### config.mk
export PLATFORM = sky130hd
export DESIGN_NAME = jk_bank_ctrl
export DESIGN_NICKNAME = d
export VERILOG_FILES = /design/src/rtl/jk_bank_ctrl_pkg.sv /design/src/rtl/jk_bank_ctrl_jk_cell.sv /design/src/rtl/jk_bank_ctrl.sv
export SDC_FILE = /design/constraint.sdc
export NUM_CORES = 1
export LEC_CHECK = 0
export ABC_AREA = 1
export CAP_MARGIN = 10
export CORE_ASPECT_RATIO = 0.5
export CORE_MARGIN = 3
export CORE_UTILIZATION = 50
export CTS_BUF_LIST = sky130_fd_sc_hd__clkbuf_8
export DETAILED_ROUTE_END_ITERATION = 8
export GPL_ROUTABILITY_DRIVEN = 0
export PLACE_DENSITY_LB_ADDON = 0.3
export SYNTH_ARGS = -nofsm -noshare
export SYNTH_HDL_FRONTEND = slang
export SYNTH_HIERARCHICAL = 1
export SYNTH_SLANG_ARGS = --single-unit
export TNS_END_PERCENT = 30
### constraint.sdc
create_clock -name clk -period 3.1 [get_ports clk]
set_input_delay 0.465 -clock clk [delete_from_list [all_inputs] [get_ports clk]]
set_output_delay 0.465 -clock clk [all_outputs]
set_load 0.005 [all_outputs]
### src/rtl/jk_bank_ctrl_pkg.sv
`default_nettype none
// ============================================================================
// Package : jk_bank_ctrl_pkg
// Purpose : Shared opcode encodings, controller state encoding and a small
//           opcode-classification helper for the JK bank controller.
// Revision: 1.0 - initial release
// ============================================================================
package jk_bank_ctrl_pkg;

  // Command opcodes carried on cmd_op_i
  localparam logic [2:0] OP_NOP        = 3'd0;
  localparam logic [2:0] OP_LOAD       = 3'd1;
  localparam logic [2:0] OP_CLEAR      = 3'd2;
  localparam logic [2:0] OP_SET        = 3'd3;
  localparam logic [2:0] OP_TOGGLE     = 3'd4;
  localparam logic [2:0] OP_COUNT_UP   = 3'd5;
  localparam logic [2:0] OP_COUNT_DOWN = 3'd6;
  localparam logic [2:0] OP_ILLEGAL    = 3'd7;

  // Controller states
  typedef enum logic [0:0] {
    ST_IDLE = 1'b0,
    ST_EXEC = 1'b1
  } state_e;

  // True for the multi-step counting opcodes
  function automatic logic is_count_op(input logic [2:0] op);
    return (op == OP_COUNT_UP) || (op == OP_COUNT_DOWN);
  endfunction

endpackage
`default_nettype wire

### src/rtl/jk_bank_ctrl_jk_cell.sv
`default_nettype none
// ============================================================================
// Module  : jk_cell
// Purpose : Single JK flip-flop with synchronous active-high reset.
//           J=K=0 hold, J=1/K=0 set, J=0/K=1 clear, J=K=1 toggle.
// Ports   : clk  - clock
//           rst  - synchronous active-high reset (q -> 0)
//           j_i  - J excitation
//           k_i  - K excitation
//           q_o  - flip-flop output
// Revision: 1.0 - initial release
// ============================================================================
module jk_cell (
  input  logic clk,
  input  logic rst,
  input  logic j_i,
  input  logic k_i,
  output logic q_o
);

  logic q_q;

  always_ff @(posedge clk) begin
    if (rst) begin
      q_q <= 1'b0;
    end else begin
      case ({j_i, k_i})
        2'b00:   q_q <= q_q;
        2'b10:   q_q <= 1'b1;
        2'b01:   q_q <= 1'b0;
        default: q_q <= ~q_q;
      endcase
    end
  end

  assign q_o = q_q;

endmodule
`default_nettype wire

### src/rtl/jk_bank_ctrl.sv
`default_nettype none
// ============================================================================
// Module  : jk_bank_ctrl
// Purpose : Command sequencer for a bank of WIDTH JK flip-flops. Accepts one
//           command at a time over valid/ready and generates per-bit J/K
//           excitation to load, clear, set, toggle or count the bank N steps.
// Ports   : clk          - clock, all state on posedge
//           rst          - synchronous active-high reset
//           cmd_valid_i  - command present
//           cmd_ready_o  - command can be accepted (IDLE, not in reset)
//           cmd_op_i     - opcode
//           cmd_data_i   - LOAD value / TOGGLE mask
//           cmd_count_i  - step count for COUNT_UP / COUNT_DOWN
//           abort_i      - terminate a running count
//           q_o          - bank state (flip-flop outputs)
//           busy_o       - high while executing
//           done_o       - one-cycle pulse, command finished
//           wrap_o       - one-cycle pulse, count step wrapped
//           err_o        - one-cycle pulse with done for illegal opcode
// Revision: 1.0 - initial release
// ============================================================================
module jk_bank_ctrl
  import jk_bank_ctrl_pkg::*;
#(
  parameter int WIDTH = 4,
  parameter int CNT_W = 8
) (
  input  logic             clk,
  input  logic             rst,
  input  logic             cmd_valid_i,
  output logic             cmd_ready_o,
  input  logic [2:0]       cmd_op_i,
  input  logic [WIDTH-1:0] cmd_data_i,
  input  logic [CNT_W-1:0] cmd_count_i,
  input  logic             abort_i,
  output logic [WIDTH-1:0] q_o,
  output logic             busy_o,
  output logic             done_o,
  output logic             wrap_o,
  output logic             err_o
);

  state_e             state_q, state_d;
  logic [2:0]         op_q, op_d;
  logic [WIDTH-1:0]   data_q, data_d;
  logic [CNT_W-1:0]   cnt_q, cnt_d;
  logic               done_q, done_d;
  logic               wrap_q, wrap_d;
  logic               err_q, err_d;

  logic [WIDTH-1:0]   j_vec, k_vec;
  logic [WIDTH-1:0]   bank_q;
  logic [WIDTH-1:0]   up_en, dn_en;
  logic               all_ones, all_zero;

  // --------------------------------------------------------------------------
  // Counter excitation: a bit toggles on an up step when every lower bit is 1,
  // and on a down step when every lower bit is 0. Bit 0 always toggles.
  // --------------------------------------------------------------------------
  assign up_en[0] = 1'b1;
  assign dn_en[0] = 1'b1;

  for (genvar i = 1; i < WIDTH; i++) begin : g_prefix
    assign up_en[i] = &bank_q[i-1:0];
    assign dn_en[i] = ~|bank_q[i-1:0];
  end

  // A step from these values is the one that wraps
  assign all_ones = &bank_q;
  assign all_zero = ~|bank_q;

  // --------------------------------------------------------------------------
  // Next-state, command latching and J/K excitation
  // --------------------------------------------------------------------------
  always_comb begin
    state_d = state_q;
    op_d    = op_q;
    data_d  = data_q;
    cnt_d   = cnt_q;
    done_d  = 1'b0;
    wrap_d  = 1'b0;
    err_d   = 1'b0;
    j_vec   = '0;
    k_vec   = '0;

    case (state_q)
      ST_IDLE: begin
        // Reset forces the state register, so acceptance during rst is moot
        if (cmd_valid_i) begin
          state_d = ST_EXEC;
          op_d    = cmd_op_i;
          data_d  = cmd_data_i;
          cnt_d   = cmd_count_i;
        end
      end

      ST_EXEC: begin
        if (is_count_op(op_q)) begin
          if ((cnt_q == '0) || abort_i) begin
            // Nothing to do, or aborted: bank holds its last completed step
            state_d = ST_IDLE;
            done_d  = 1'b1;
          end else begin
            if (op_q == OP_COUNT_UP) begin
              j_vec  = up_en;
              k_vec  = up_en;
              wrap_d = all_ones;
            end else begin
              j_vec  = dn_en;
              k_vec  = dn_en;
              wrap_d = all_zero;
            end
            cnt_d = cnt_q - CNT_W'(1);
            if (cnt_q == CNT_W'(1)) begin
              state_d = ST_IDLE;
              done_d  = 1'b1;
            end
          end
        end else begin
          // Single-cycle commands; abort has no effect here
          case (op_q)
            OP_LOAD: begin
              j_vec = data_q;
              k_vec = ~data_q;
            end
            OP_CLEAR: begin
              k_vec = '1;
            end
            OP_SET: begin
              j_vec = '1;
            end
            OP_TOGGLE: begin
              j_vec = data_q;
              k_vec = data_q;
            end
            OP_NOP: begin
              j_vec = '0;
            end
            default: begin
              err_d = (op_q == OP_ILLEGAL);
            end
          endcase
          state_d = ST_IDLE;
          done_d  = 1'b1;
        end
      end

      default: begin
        state_d = ST_IDLE;
      end
    endcase
  end

  always_ff @(posedge clk) begin
    if (rst) begin
      state_q <= ST_IDLE;
      op_q    <= OP_NOP;
      data_q  <= '0;
      cnt_q   <= '0;
      done_q  <= 1'b0;
      wrap_q  <= 1'b0;
      err_q   <= 1'b0;
    end else begin
      state_q <= state_d;
      op_q    <= op_d;
      data_q  <= data_d;
      cnt_q   <= cnt_d;
      done_q  <= done_d;
      wrap_q  <= wrap_d;
      err_q   <= err_d;
    end
  end

  // --------------------------------------------------------------------------
  // JK register bank
  // --------------------------------------------------------------------------
  for (genvar b = 0; b < WIDTH; b++) begin : g_cell
    jk_cell u_cell (
      .clk (clk),
      .rst (rst),
      .j_i (j_vec[b]),
      .k_i (k_vec[b]),
      .q_o (bank_q[b])
    );
  end

  assign q_o         = bank_q;
  assign busy_o      = (state_q == ST_EXEC);
  assign cmd_ready_o = (state_q == ST_IDLE) && !rst;
  assign done_o      = done_q;
  assign wrap_o      = wrap_q;
  assign err_o       = err_q;

endmodule
`default_nettype wire
==> flow_metrics.env <==
export IMPL_syn2layout_area_growth_pct=20.8
export IMPL_regToRegSetupSlack_ns=0.69
export IMPL_grt_overflow=0
export IMPL_status="complete, no violations"
export IMPL_path_buf_inv=2
export IMPL_cts_made_buffers=3
export IMPL_vias=1610
export IMPL_gr_usage_met3=0.0429
export IMPL_synthTopCellsByCount="nor2_1 (46), nand2_1 (41), inv_1 (27), dfxtp_1 (23), o21ai_0 (18)"
export IMPL_clockPowerShare=0.249
export IMPL_p_switching_mw=0.262
export IMPL_drc=0
export IMPL_cts_resized=0
export IMPL_first_global_vias=1417
export IMPL_ys_flop_type="dfxtp_1"
export IMPL_r2r_cells=15
export IMPL_end_kind="register"
export IMPL_setup_violations=0
export IMPL_grt_max_degree=19
export IMPL_grt_pass1_wl_microns=6230
export IMPL_path_delay_family="simple AND/OR/NAND/NOR gates"
export IMPL_wl_per_cell_microns=12.2
export IMPL_yosysWarnings=6
export IMPL_grt_busiest_layer="met2"
export IMPL_hold_viol=0
export IMPL_ant_nets=0
export IMPL_cp_start_kind="register"
export IMPL_antennaDiodeCount=0
export IMPL_dr_pass1_iters=4
export IMPL_start_util=0.572
export IMPL_hpwl_microns=2840
export IMPL_rows=13
export IMPL_post_synth_top_count_cell="nor2_1"
export IMPL_ys_top_cells_by_area="dfxtp_1 (29%), nor2_1 (11%), nand2_1 (9.6%)"
export IMPL_crit_path_max_fanout=5
export IMPL_place_ws_ns=0.686
export IMPL_finalWirelength_microns=3730
export IMPL_clk_pin_slew_ns=0.09
export IMPL_clk_latency_ns=0.27
export IMPL_r2r_start="cnt_q[0]$_SDFFE_PP0P_"
export IMPL_finish_instance_area_sq_mm=0.00194
export IMPL_clock_skew_ns=0.00497
export IMPL_grt_use_total=0.198
export IMPL_critPathKind="register to register"
export IMPL_cp_data_arrival_time_ns=2.58
export IMPL_final_max_slew_viol_count=0
export IMPL_synth_edf_count=0
export IMPL_power_frac_comb=0.300
export IMPL_place_area_sq_mm=0.00190
export IMPL_tightest_slew_ns=0.457
export IMPL_netlist_instances=244
export IMPL_synth_async_reset_ratio=0
export IMPL_slew_limit_headroom=0.695
export IMPL_ys_ff_latch=23
export IMPL_critical_path_max_stage_delay_ns=0.40
export IMPL_antenna_found_initial=0
export IMPL_rsz0062_at_grt="no"
export IMPL_vias_per_cell=5.24
export IMPL_crit_start="cnt_q[0]$_SDFFE_PP0P_"
export IMPL_ctsHoldBuffers=0
export IMPL_dieWidth_microns=86.2
export IMPL_fp_coreArea_sq_mm=0.00281
export IMPL_timing_final_crit_share=0.778
export IMPL_swShare=0.340
export IMPL_synth_top_cell_by_area="dfxtp_1"
export IMPL_ys_types=29
export IMPL_clockRootBuffer="clkbuf_8"
export IMPL_postLayoutSetupSlackWorst_ns=0.689
export IMPL_worstPathRequired_ns=3.27
export IMPL_use_met1=0.249
export IMPL_cts_tree="done"
export IMPL_synth_top_area_share=0.286
export IMPL_synth_yosys_seq_area_share=0.286
export IMPL_peakVddDrop_mv=0.226
export IMPL_internal_power_mw=0.508
export IMPL_crit_path_cell_trace="inv_1, ha_1, nand2_2, nor2_2, nor2_2, nor2_1, nor2_1, o21ai_0, nor2_1, inv_1, ha_1, nand2_1, nand2_1, nor2_1, nor2_1"
export IMPL_drt_iter0_markers=114
export IMPL_grtUsageMet2=0.360
export IMPL_drive_above_1_share=0.107
export IMPL_powerDensity_mw_per_mm2=396
export IMPL_timing_max_cap_violations=0
export IMPL_p_seq_frac=0.451
export IMPL_syn_num_nets=273
export IMPL_synth_area_sq_mm=0.00161
export IMPL_die_height_microns=46.1
export IMPL_syn_avg_cell_area_sq_um=6.59
export IMPL_endpoint="g_cell[3].u_cell/q_o$_SDFFE_PP0P_"
export IMPL_clock_sinks=23
export IMPL_path_depth=15
export IMPL_total_leakage_power_nw=0.836
export IMPL_timing_rr_end="g_cell[3].u_cell/q_o$_SDFFE_PP0P_"
export IMPL_crit_path_frequent_cell="nor2_1"
export IMPL_clock_path_buffers=2
export IMPL_fmax_ghz=0.415
export IMPL_boundaryPins=28
export IMPL_worst_hold_slack_ns=0.516
export IMPL_cp_slowest_cell="dfxtp_1"
export IMPL_cts_setup_buffers=0
export IMPL_htreeDepth=1
export IMPL_min_period_ns=2.41
export IMPL_die_area_sq_mm=0.00398
export IMPL_setup_tns_final_ns=0
export IMPL_hold_path_class="register to register"
export IMPL_fin_nets=300
export IMPL_numPortBuffers=27
-- per-stage QoR --
step	instances	utilization	power [mW]
3_5_place_dp	303	0.674	0.584
5_1_grt	307	0.691	0.823
2_1_floorplan	244	-	0.511
3_3_place_gp	303	0.674	0.573
4_1_cts	307	0.691	0.777
6_report	307	0.691	0.770
-- flip-flops by register name (all words and copies together) (netlist names) --
signal	count
cnt_q	8
data_q	4
g_cell.u_cell/q_o	4
op_q	3
busy_o	1
done_o	1
err_o	1
wrap_o	1
-- routing by layer --
layer | share of wire | vias to the layer above
met3 | 0.044 | 2
met1 | 0.47 | 724
met4 | 0.0035 | 0
met2 | 0.48 | 39
met5 | 0 | -
li1 | - | 845
-- worst min path at each step --
stage / cells after the start / endpoint / start / slack, ns
after floorplan: 2 / cnt_q[7]$_SDFFE_PP0P_ / cnt_q[7]$_SDFFE_PP0P_ / 0.49
after global placement: 2 / cnt_q[1]$_SDFFE_PP0P_ / cnt_q[1]$_SDFFE_PP0P_ / 0.50
after detailed placement: 2 / cnt_q[1]$_SDFFE_PP0P_ / cnt_q[1]$_SDFFE_PP0P_ / 0.51
after CTS: 2 / cnt_q[1]$_SDFFE_PP0P_ / cnt_q[1]$_SDFFE_PP0P_ / 0.52
after global routing: 2 / cnt_q[7]$_SDFFE_PP0P_ / cnt_q[7]$_SDFFE_PP0P_ / 0.54
final: 2 / cnt_q[1]$_SDFFE_PP0P_ / cnt_q[1]$_SDFFE_PP0P_ / 0.52
-- power groups by stage --
stage	combinational, mW	sequential (mW)	clock (mW)
after CTS	0.230	0.347	0.199
after global placement	0.220	0.353	0
final	0.231	0.348	0.192
after floorplan	0.167	0.344	0
after global routing	0.262	0.351	0.210
after detailed placement	0.229	0.354	0
-- logic make-up after synthesis --
logic type,Yosys count,synth area share
AND/OR/NAND/NOR,128,0.367
adder cells (fa/ha/maj),10,0.0778
XOR/XNOR,1,0.00544
AO/OA/AOI/OAI,46,0.169
buffers and inverters,36,0.0949
flip-flops,23,0.286
-- layout make-up --
class | count | area [sq um]
multi-input cells | 185 | 996
fillers | 241 | 871
flip-flops and latches | 23 | 460
repair buffers | 29 | 285
inverters | 29 | 109
well taps | 37 | 46.3
clock buffers | 3 | 41.3
clock inverters | 1 | 5.00
-- cell usage in the layout, fill, tap and decap left out, drive strengths merged --
cell and count:
nand2 52, nor2 50, inv 28, clkdlybuf4s50 27
dfxtp 23, o21ai 20, nand3 16, a21oi 15
ha 10, nor3 8, a31oi 4, o21bai 4
clkbuf 3, nand4 2, a211oi 2, buf 2
clkinv 2, xor2 1, o31ai 1
-- worst min-delay path: stages, from the launching register on --
cell,delay [ns]
dfxtp_1,0.33
nand3_1,0.10
a21oi_2,0.05
Note: power is estimated with default switching activity, not from simulation.
